**config.mk**
```make
export PLATFORM = sky130hd
export DESIGN_NAME = spi_fifo_sync_param_flat
export DESIGN_NICKNAME = d
export VERILOG_FILES = /design/src/rtl/spi_fifo_pkg.sv /design/src/rtl/spi_fifo_sync_param_if.sv /design/src/rtl/spi_fifo_ram.sv /design/src/rtl/spi_fifo_sync_param.sv /design/src/flat_wrapper.sv
export SDC_FILE = /design/constraint.sdc
export NUM_CORES = 1
export LEC_CHECK = 0
export ABC_CLOCK_PERIOD_IN_PS = 6500
export BUFFER_PORTS_ARGS = -buffer_cell sky130_fd_sc_hd__buf_4
export CAP_MARGIN = 20
export CORE_ASPECT_RATIO = 1.2
export CORE_MARGIN = 1
export CORE_UTILIZATION = 59
export CTS_CLUSTER_DIAMETER = 200
export DETAILED_ROUTE_END_ITERATION = 8
export PLACE_DENSITY = 0.87
export SETUP_SLACK_MARGIN = 0.3
export SLEW_MARGIN = 10
export SYNTH_ARGS = -nofsm -noshare
export SYNTH_HDL_FRONTEND = slang
export SYNTH_SLANG_ARGS = --single-unit
```
**constraint.sdc**
```tcl
create_clock -name clk -period 6.5 [get_ports clk]
set_input_delay 1.3 -clock clk [delete_from_list [all_inputs] [get_ports clk]]
set_output_delay 1.3 -clock clk [all_outputs]
set_load 0.1 [all_outputs]
```
**src/rtl/spi_fifo_pkg.sv**
```systemverilog
// Shared sizing for the SPI TX/RX FIFO instances.
package spi_fifo_pkg;
    localparam int SPI_FIFO_DW = 8;
    localparam int SPI_FIFO_AW = 3;

    function automatic int fifo_depth(input int aw);
        return 1 << aw;
    endfunction
endpackage

```
**src/rtl/spi_fifo_sync_param_if.sv**
```systemverilog
// FIFO control/data bundle: master drives requests, slave (the FIFO) returns data and status.
interface spi_fifo_sync_param_if
    import spi_fifo_pkg::*;
#(
    parameter int DATA_WIDTH = SPI_FIFO_DW,
    parameter int ADDR_WIDTH = SPI_FIFO_AW
) ();
    logic                  flush;
    logic                  err_clr;
    logic                  wr_en;
    logic [DATA_WIDTH-1:0] wr_data;
    logic                  rd_en;
    logic [DATA_WIDTH-1:0] rd_data;
    logic                  full;
    logic                  empty;
    logic                  almost_full;
    logic                  almost_empty;
    logic [ADDR_WIDTH:0]   level;
    logic                  overflow;
    logic                  underflow;

    modport master (
        output flush, err_clr, wr_en, wr_data, rd_en,
        input  rd_data, full, empty, almost_full, almost_empty, level, overflow, underflow
    );
    modport slave (
        input  flush, err_clr, wr_en, wr_data, rd_en,
        output rd_data, full, empty, almost_full, almost_empty, level, overflow, underflow
    );
endinterface

```
**src/rtl/spi_fifo_ram.sv**
```systemverilog
// DEPTH x DATA_WIDTH storage: synchronous write, asynchronous read, no reset.
module spi_fifo_ram
    import spi_fifo_pkg::*;
#(
    parameter int DATA_WIDTH = SPI_FIFO_DW,
    parameter int ADDR_WIDTH = SPI_FIFO_AW
) (
    input  logic                  clk,
    input  logic                  we_i,
    input  logic [ADDR_WIDTH-1:0] waddr_i,
    input  logic [DATA_WIDTH-1:0] wdata_i,
    input  logic [ADDR_WIDTH-1:0] raddr_i,
    output logic [DATA_WIDTH-1:0] rdata_o
);
    localparam int DEPTH = fifo_depth(ADDR_WIDTH);

    logic [DATA_WIDTH-1:0] mem_q [DEPTH];

    always_ff @(posedge clk) begin
        if (we_i) mem_q[waddr_i] <= wdata_i;
    end

    assign rdata_o = mem_q[raddr_i];
endmodule

```
**src/rtl/spi_fifo_sync_param.sv**
```systemverilog
// Parametrised show-ahead FIFO with level, programmable thresholds, flush and sticky errors.
module spi_fifo_sync_param
    import spi_fifo_pkg::*;
#(
    parameter int DATA_WIDTH = SPI_FIFO_DW,
    parameter int ADDR_WIDTH = SPI_FIFO_AW,
    parameter int AF_THRESH  = fifo_depth(ADDR_WIDTH) - 2,
    parameter int AE_THRESH  = 2
) (
    input logic                  clk,
    input logic                  rstn,
    spi_fifo_sync_param_if.slave bus
);
    localparam logic [ADDR_WIDTH:0] AF_L = AF_THRESH[ADDR_WIDTH:0];
    localparam logic [ADDR_WIDTH:0] AE_L = AE_THRESH[ADDR_WIDTH:0];

    logic [ADDR_WIDTH:0]   wptr_q, wptr_d, rptr_q, rptr_d, lvl;
    logic                  ovf_q, ovf_d, unf_q, unf_d;
    logic                  empty, full, rd_acc, wr_acc, ovf_evt, unf_evt;
    logic [DATA_WIDTH-1:0] ram_rdata;

    // Pointers carry an extra wrap bit so full and empty are distinguishable.
    assign lvl   = wptr_q - rptr_q;
    assign empty = (wptr_q == rptr_q);
    assign full  = (wptr_q[ADDR_WIDTH-1:0] == rptr_q[ADDR_WIDTH-1:0]) &&
                   (wptr_q[ADDR_WIDTH] != rptr_q[ADDR_WIDTH]);

    // Flush swallows any coincident request, including its error event.
    assign rd_acc  = bus.rd_en & ~empty & ~bus.flush;
    assign wr_acc  = bus.wr_en & ~bus.flush & (~full | rd_acc);
    assign ovf_evt = bus.wr_en & ~bus.flush & ~wr_acc;
    assign unf_evt = bus.rd_en & ~bus.flush & empty;

    always_comb begin
        wptr_d = wptr_q;
        rptr_d = rptr_q;
        if (bus.flush) begin
            wptr_d = '0;
            rptr_d = '0;
        end else begin
            if (wr_acc) wptr_d = wptr_q + 1'b1;
            if (rd_acc) rptr_d = rptr_q + 1'b1;
        end
        ovf_d = ovf_evt | (ovf_q & ~bus.err_clr);
        unf_d = unf_evt | (unf_q & ~bus.err_clr);
    end

    always_ff @(posedge clk or negedge rstn) begin
        if (!rstn) begin
            wptr_q <= '0;
            rptr_q <= '0;
            ovf_q  <= 1'b0;
            unf_q  <= 1'b0;
        end else begin
            wptr_q <= wptr_d;
            rptr_q <= rptr_d;
            ovf_q  <= ovf_d;
            unf_q  <= unf_d;
        end
    end

    spi_fifo_ram #(
        .DATA_WIDTH(DATA_WIDTH),
        .ADDR_WIDTH(ADDR_WIDTH)
    ) u_ram (
        .clk    (clk),
        .we_i   (wr_acc),
        .waddr_i(wptr_q[ADDR_WIDTH-1:0]),
        .wdata_i(bus.wr_data),
        .raddr_i(rptr_q[ADDR_WIDTH-1:0]),
        .rdata_o(ram_rdata)
    );

    assign bus.rd_data      = empty ? '0 : ram_rdata;
    assign bus.full         = full;
    assign bus.empty        = empty;
    assign bus.almost_full  = (lvl >= AF_L);
    assign bus.almost_empty = (lvl <= AE_L);
    assign bus.level        = lvl;
    assign bus.overflow     = ovf_q;
    assign bus.underflow    = unf_q;
endmodule

```
**src/flat_wrapper.sv**
```systemverilog
// flat-port wrapper written by rule: the top's interface ports become plain ports
module spi_fifo_sync_param_flat import spi_fifo_pkg::*;
#(
    parameter int DATA_WIDTH = SPI_FIFO_DW,
    parameter int ADDR_WIDTH = SPI_FIFO_AW,
    parameter int AF_THRESH  = fifo_depth(ADDR_WIDTH) - 2,
    parameter int AE_THRESH  = 2
)
  (clk, rstn, bus_flush, bus_err_clr, bus_wr_en, bus_wr_data, bus_rd_en, bus_rd_data, bus_full, bus_empty, bus_almost_full, bus_almost_empty, bus_level, bus_overflow, bus_underflow);
  spi_fifo_sync_param_if #(.DATA_WIDTH(DATA_WIDTH), .ADDR_WIDTH(ADDR_WIDTH)) bus_i ();
  input logic clk;
  input logic rstn;
  input wire logic [$bits(bus_i.flush)-1:0] bus_flush;
  input wire logic [$bits(bus_i.err_clr)-1:0] bus_err_clr;
  input wire logic [$bits(bus_i.wr_en)-1:0] bus_wr_en;
  input wire logic [$bits(bus_i.wr_data)-1:0] bus_wr_data;
  input wire logic [$bits(bus_i.rd_en)-1:0] bus_rd_en;
  output wire logic [$bits(bus_i.rd_data)-1:0] bus_rd_data;
  output wire logic [$bits(bus_i.full)-1:0] bus_full;
  output wire logic [$bits(bus_i.empty)-1:0] bus_empty;
  output wire logic [$bits(bus_i.almost_full)-1:0] bus_almost_full;
  output wire logic [$bits(bus_i.almost_empty)-1:0] bus_almost_empty;
  output wire logic [$bits(bus_i.level)-1:0] bus_level;
  output wire logic [$bits(bus_i.overflow)-1:0] bus_overflow;
  output wire logic [$bits(bus_i.underflow)-1:0] bus_underflow;
  assign bus_i.flush = bus_flush;
  assign bus_i.err_clr = bus_err_clr;
  assign bus_i.wr_en = bus_wr_en;
  assign bus_i.wr_data = bus_wr_data;
  assign bus_i.rd_en = bus_rd_en;
  assign bus_rd_data = bus_i.rd_data;
  assign bus_full = bus_i.full;
  assign bus_empty = bus_i.empty;
  assign bus_almost_full = bus_i.almost_full;
  assign bus_almost_empty = bus_i.almost_empty;
  assign bus_level = bus_i.level;
  assign bus_overflow = bus_i.overflow;
  assign bus_underflow = bus_i.underflow;
  spi_fifo_sync_param #(.DATA_WIDTH(DATA_WIDTH), .ADDR_WIDTH(ADDR_WIDTH), .AF_THRESH(AF_THRESH), .AE_THRESH(AE_THRESH)) u_core (.clk(clk), .rstn(rstn), .bus(bus_i));
endmodule
```
Yosys cells after proc, flatten, opt, wreduce, memory -nomap -nowiden --
Memories as Yosys holds them, arrays and structs flattened. Cells that the tools add are included.
Storage, ports and cells: flip-flop bits (word level) 10, bits in writable memories 64, bits of input ports 14, output and inout bits 18, logic and storage cells 40, memories 1
Operators by class: add/sub/neg operators 3, $lt $le $gt $ge 2, equality and inequality tests 3, muxes and demuxes 7, bitwise operators 17, reductions and logical operators 3
Memories:
- u_core.u_ram.mem_q | depth 8, width 8, read ports 1, clocked after memory_dff 0, wr ports 1, RTL line spi_fifo_ram.sv:17 | logic [DATA_WIDTH-1:0] mem_q [DEPTH];
Operators with widths (count):
- two-way mux 4 bit | 4
- AND 1 bit | 9
- adder 4 x 1 -> 4 bit (second input constant) | 2
- two-way mux 8 bit | 1
- NOT 1 bit | 5
- equality test 4 bit | 1
- greater-or-equal comparator 4 x 3 -> 1 bit (second input constant) | 1
- less-or-equal comparator 4 x 2 -> 1 bit (second input constant) | 1
- nonzero test 2 bit | 2
- subtractor 4 bit | 1
- equality test 3 bit | 1
- OR 1 bit | 3
- two-way mux 1 bit | 2
- logical AND 1 bit | 1
- inequality test 1 bit | 1

Logic depth before layout (Yosys ltp) --
depth after elaboration 9, depth in mapped cells 8, mapped depth without buffers 5

Hierarchy --
A second synthesis with hierarchy kept.
Second synthesis, totals: cell total of the unflattened synthesis 191, area, all modules 3316.9 um^2
Modules (own cells, without submodules):
- spi_fifo_ram | instances 1, cells an instance 106, area an instance 2531.2 um^2, sequential area each 1921.8 um^2
- spi_fifo_sync_param | instances 1, cells an instance 85, area an instance 785.8 um^2, sequential area each 250.2 um^2

Least setup slack after synthesis --
Ideal clock, no wire load.
kind register to output, start point reg u_core.wptr_q[0], end point out bus_almost_full, arrival 3.699 ns, required time 5.200 ns, slack 1.501 ns, cell stages (with the launch flop) 6, buffers on the path 0, cell sequence dfrtp_1 -> inv_1 -> ha_1 -> fa_1 -> xnor2_1 -> a22o_1
Between the ends: cells in the longest elaborated chain, start to end 2
Ends and longest elaborated chain:
- start, declared | RTL line spi_fifo_sync_param.sv:17 | logic [ADDR_WIDTH:0] wptr_q, wptr_d, rptr_q, rptr_d, lvl;
- start signal, assigned | RTL line spi_fifo_sync_param.sv:55 | wptr_q <= wptr_d;
- subtractor 4 bit | RTL line spi_fifo_sync_param.sv:23 | assign lvl = wptr_q - rptr_q;
- via bus_level[2] | RTL line flat_wrapper.sv:23 | output wire logic [$bits(bus_i.level)-1:0] bus_level;
- greater-or-equal comparator 4 x 3 -> 1 bit | RTL line spi_fifo_sync_param.sv:77 | assign bus.almost_full = (lvl >= AF_L);
- end, declared | RTL line flat_wrapper.sv:21 | output wire logic [$bits(bus_i.almost_full)-1:0] bus_almost_full;
The timed path passes the listed nets, and every way through them passes these cells.

Worst setup path after layout --
start point reg u_core.rptr_q[1], end point out bus_rd_data[0]
Between the ends: cells in the longest elaborated chain, start to end 2, elaborated cells on any way between the ends 3, those cells by class 1 x eq/ne; 1 x mux; 1 x memory
Ends and longest elaborated chain:
- start, declared | RTL line spi_fifo_sync_param.sv:17
- start signal, assigned | RTL line spi_fifo_sync_param.sv:56 | rptr_q <= rptr_d;
- memory (8 x 8 bit) / equality test 4 bit (equally long branches)
- two-way mux 8 bit * | RTL line spi_fifo_sync_param.sv:74 | assign bus.rd_data = empty ? '0 : ram_rdata;
- end, declared | RTL line flat_wrapper.sv:18 | output wire logic [$bits(bus_i.rd_data)-1:0] bus_rd_data;
Mark *: on every way between the ends. The rest lies on a longest branch, timed or not.

==> impl_summary.log <==
INFO  metric comb_power_share = 32.9%
INFO  metric synth_top_cells_by_area = sky130_fd_sc_hd__edfxtp_1 (60%), sky130_fd_sc_hd__mux4_2 (11%), sky130_fd_sc_hd__dfrtp_1 (7.8%), sky130_fd_sc_hd__a22o_1 (2.5%), sky130_fd_sc_hd__mux2_2 (2.1%)
INFO  metric post_cts_buffers = 0
INFO  metric nNetsFinal = 246
INFO  metric worst-slew-pin-transition = 0.931 ns
INFO  metric report.final.slew_viol_count = 0
INFO  metric grt_usage = 22.3%
INFO  metric clkPwrFrac = 27.4%
INFO  metric grt_pass1_wl = 9.11 mm
INFO  metric fp.dieArea = 0.00574 mm²
INFO  metric antenna_found_initial = 0
INFO  metric cp_data_arrival_time = 3.30 ns
INFO  metric area_growth = 16.6%
INFO  metric max_stage_delay = 0.91 ns
INFO  metric rsz0062_at_grt = no
INFO  metric switchingPower = 529 µW
INFO  metric buffer_levels_on_the_longest_clock_path = 2
INFO  metric portBuffers = 31
INFO  metric clock_sink_count = 74
INFO  metric boundaryPins = 32
INFO  metric start_util = 61.0%
INFO  metric die_height = 82.8 µm
INFO  metric drv_cap = 0
INFO  metric p_int = 823 µW
INFO  metric yosys.cell_count.top_type = sky130_fd_sc_hd__edfxtp_1
INFO  metric netlist_area = 0.00321 mm²
INFO  metric cpMaxStageDelayCell = sky130_fd_sc_hd__dfrtp_1
INFO  metric synth_cell_types = 39
INFO  metric finalWeightedCongestion = 0.888
INFO  metric ys_dominant_reg_cell = sky130_fd_sc_hd__edfxtp_1
INFO  metric result_of_the_run = complete, no violations
INFO  metric setup.worst_path.end_class = output port
INFO  metric drc = 0
INFO  metric crit_path_max_fanout = 20
INFO  metric synth.top_cell.area_share = 59.9%
INFO  metric share_seq_of_total_power = 39.7%
INFO  metric rows = 29
INFO  metric syn_inst = 188
INFO  metric synth_nets = 208
INFO  metric num_vias = 1834
INFO  metric cts_root_buffer = sky130_fd_sc_hd__clkbuf_8
INFO  metric cts_hold_repair.buffers = 0
INFO  metric max-vdd-ir-drop = 0.208 mV
INFO  metric dpl-instance-area = 0.00352 mm²
INFO  metric via_per_inst = 6.26
INFO  metric stdcell_area = 0.00374 mm²
INFO  metric synth_enable_flop_cells = 64
INFO  metric grt_max_degree = 21
INFO  metric fin_skew = 0.0141 ns
INFO  metric required = 5.20 ns
INFO  metric ys_warn_count = 0
INFO  metric layoutNonFillerInstCount = 293
INFO  metric post_cts_resized = 0
INFO  metric critPathTopFamily = compound AO/OA/AOI/OAI gates
INFO  metric final_period_minus_worst_setup_slack = 4.60 ns
INFO  metric synth-seq-area-share = 67.7%
INFO  metric cellLeakagePower = 0.00136 µW
INFO  metric average_cell_area_after_synthesis = 17.1 µm²
INFO  metric wire_per_inst = 20.6 µm
INFO  metric initialDrtViolationCount = 176
INFO  metric synth_commonest_cells = sky130_fd_sc_hd__edfxtp_1 (64), sky130_fd_sc_hd__mux4_2 (16), sky130_fd_sc_hd__nor2_1 (13)
INFO  metric hp-class = reg2reg
INFO  metric critical_path_source_type = flop
INFO  metric post-place-cells = 275
INFO  metric tns = 0 ns
INFO  metric drive_gt1_share = 35.5%
INFO  metric worst-path-buf-inv = 2
INFO  metric headroom_to_the_max_slew_limit = 37.7%
INFO  metric core_region_area = 0.00526 mm²
INFO  metric cts_buffers = 9
INFO  metric antenna_violating_nets_post_route = 0
INFO  metric final-hold-violation-count = 0
INFO  metric cts.clk_slew.worst_paths = 0.08 ns
INFO  metric wl = 6.02 mm
INFO  metric tritoncts = built
INFO  metric post_synth_top_area_cell = sky130_fd_sc_hd__edfxtp_1
INFO  metric first_global_vias = 1825
INFO  metric postLayoutCoreUtil = 71.1%
INFO  metric path_class = reg2out
INFO  metric number_of_diodes = 0
INFO  metric timing.critical_path.cells = inv_1 > ha_1 > and3_1 > a21oi_1 > a22o_1 > buf_4
INFO  metric insertion_delay = 0.36 ns
INFO  metric finalSetupViolations = 0
INFO  metric ctsHtreeMaxLevel = 3
INFO  metric grt_overflow_total = 0
INFO  metric max_freq = 217 MHz
INFO  metric die_width = 69.3 µm
INFO  metric ys_ff_latch = 74
INFO  metric dp.final_hpwl = 3.79 mm
INFO  metric power.density = 362 mW/mm²
INFO  metric timing.final.crit_share = 70.7%
INFO  metric switching_share_of_power = 39.1%
INFO  metric drt_pre_antenna_iters = 4
INFO  metric synth-async-reset-ratio = 13.5%
## path summary, 6_finish.rpt
path	cells after the start	endpoint	slack, ns	from
worst max-delay path	6	bus_rd_data[0]	1.90	u_core.rptr_q[1]
worst min register to register	1	u_core.bus.overflow	0.50	u_core.bus.overflow
worst min-delay path	1	u_core.bus.overflow	0.50	u_core.bus.overflow
min in group asynchronous	1	u_core.rptr_q[1]	0.76	rstn
worst max register to register	5	u_core.u_ram.mem_q[6][5]	3.42	u_core.rptr_q[1]
max in group asynchronous	1	u_core.bus.underflow	5.58	rstn
## flip-flops by register name, indices dropped and copies added, names as in the netlist
signal and cells:
u_core.u_ram.mem_q 64, u_core.rptr_q 4, u_core.wptr_q 4, u_core.bus.overflow 1, u_core.bus.underflow 1
## through the flow
stage	setup slack, ns	hold slack (ns)	power (µW)
finish	1.90	0.504	1350
detailed placement	2.29	0.488	992
global placement	2.35	0.480	985
floorplan	1.50	0.636	905
CTS	1.90	0.509	1350
global route	1.72	0.542	1390
## cells in the final DEF (no fill, tap or decap), types with 3 or more instances in the layout
cell type | synthesis | routed
sky130_fd_sc_hd__a21oi_1 | 5 | 5
sky130_fd_sc_hd__a22o_1 | 9 | 9
sky130_fd_sc_hd__buf_4 | 2 | 35
sky130_fd_sc_hd__clkbuf_8 | 0 | 9
sky130_fd_sc_hd__dfrtp_1 | 10 | 10
sky130_fd_sc_hd__edfxtp_1 | 64 | 64
sky130_fd_sc_hd__ha_1 | 5 | 5
sky130_fd_sc_hd__inv_1 | 10 | 10
sky130_fd_sc_hd__mux2_2 | 6 | 6
sky130_fd_sc_hd__mux4_2 | 16 | 16
sky130_fd_sc_hd__nand2_1 | 3 | 3
sky130_fd_sc_hd__nor2_1 | 13 | 13
sky130_fd_sc_hd__nor2b_1 | 4 | 4
sky130_fd_sc_hd__nor4_2 | 0 | 4
## area by class of cell
cell class              instances  area [µm²]
fillers                       314        1520
clock buffers                   9         124
repair buffers                 36         268
inverters                      10        37.5
clock inverters                 7        83.8
multi-input cells              95         976
flip-flops and latches         74        2170
well taps                      62        77.6
## power groups by stage
stage	Combinational [µW]	Sequential, µW	Clock (µW)
floorplan	354	551	0
global placement	439	546	0
detailed placement	445	547	0
CTS	446	536	373
global route	463	538	391
finish	445	536	370
## metal layers
layer	GRT usage, %	wire (µm)
met4	13.1	147
met3	5.22	365
met2	35.0	3050
met1	29.2	2460
met5	0	0
## cells by family (layout without fill, tap and decap cells)
| kind of cell | after synthesis | count (layout) | share of synthesized area [%] |
|---|---|---|---|
| adders and majority gates | 6 | 6 | 2.58 |
| buffers and inverters | 19 | 62 | 2.77 |
| AOI/OAI and AO/OA | 26 | 26 | 6.40 |
| DFF | 74 | 74 | 67.7 |
| and+or+nand+nor | 37 | 37 | 6.05 |
| xor gates and xnor gates | 3 | 3 | 0.820 |
| muxes | 23 | 23 | 13.7 |
Power figures use the tool's default switching activity.
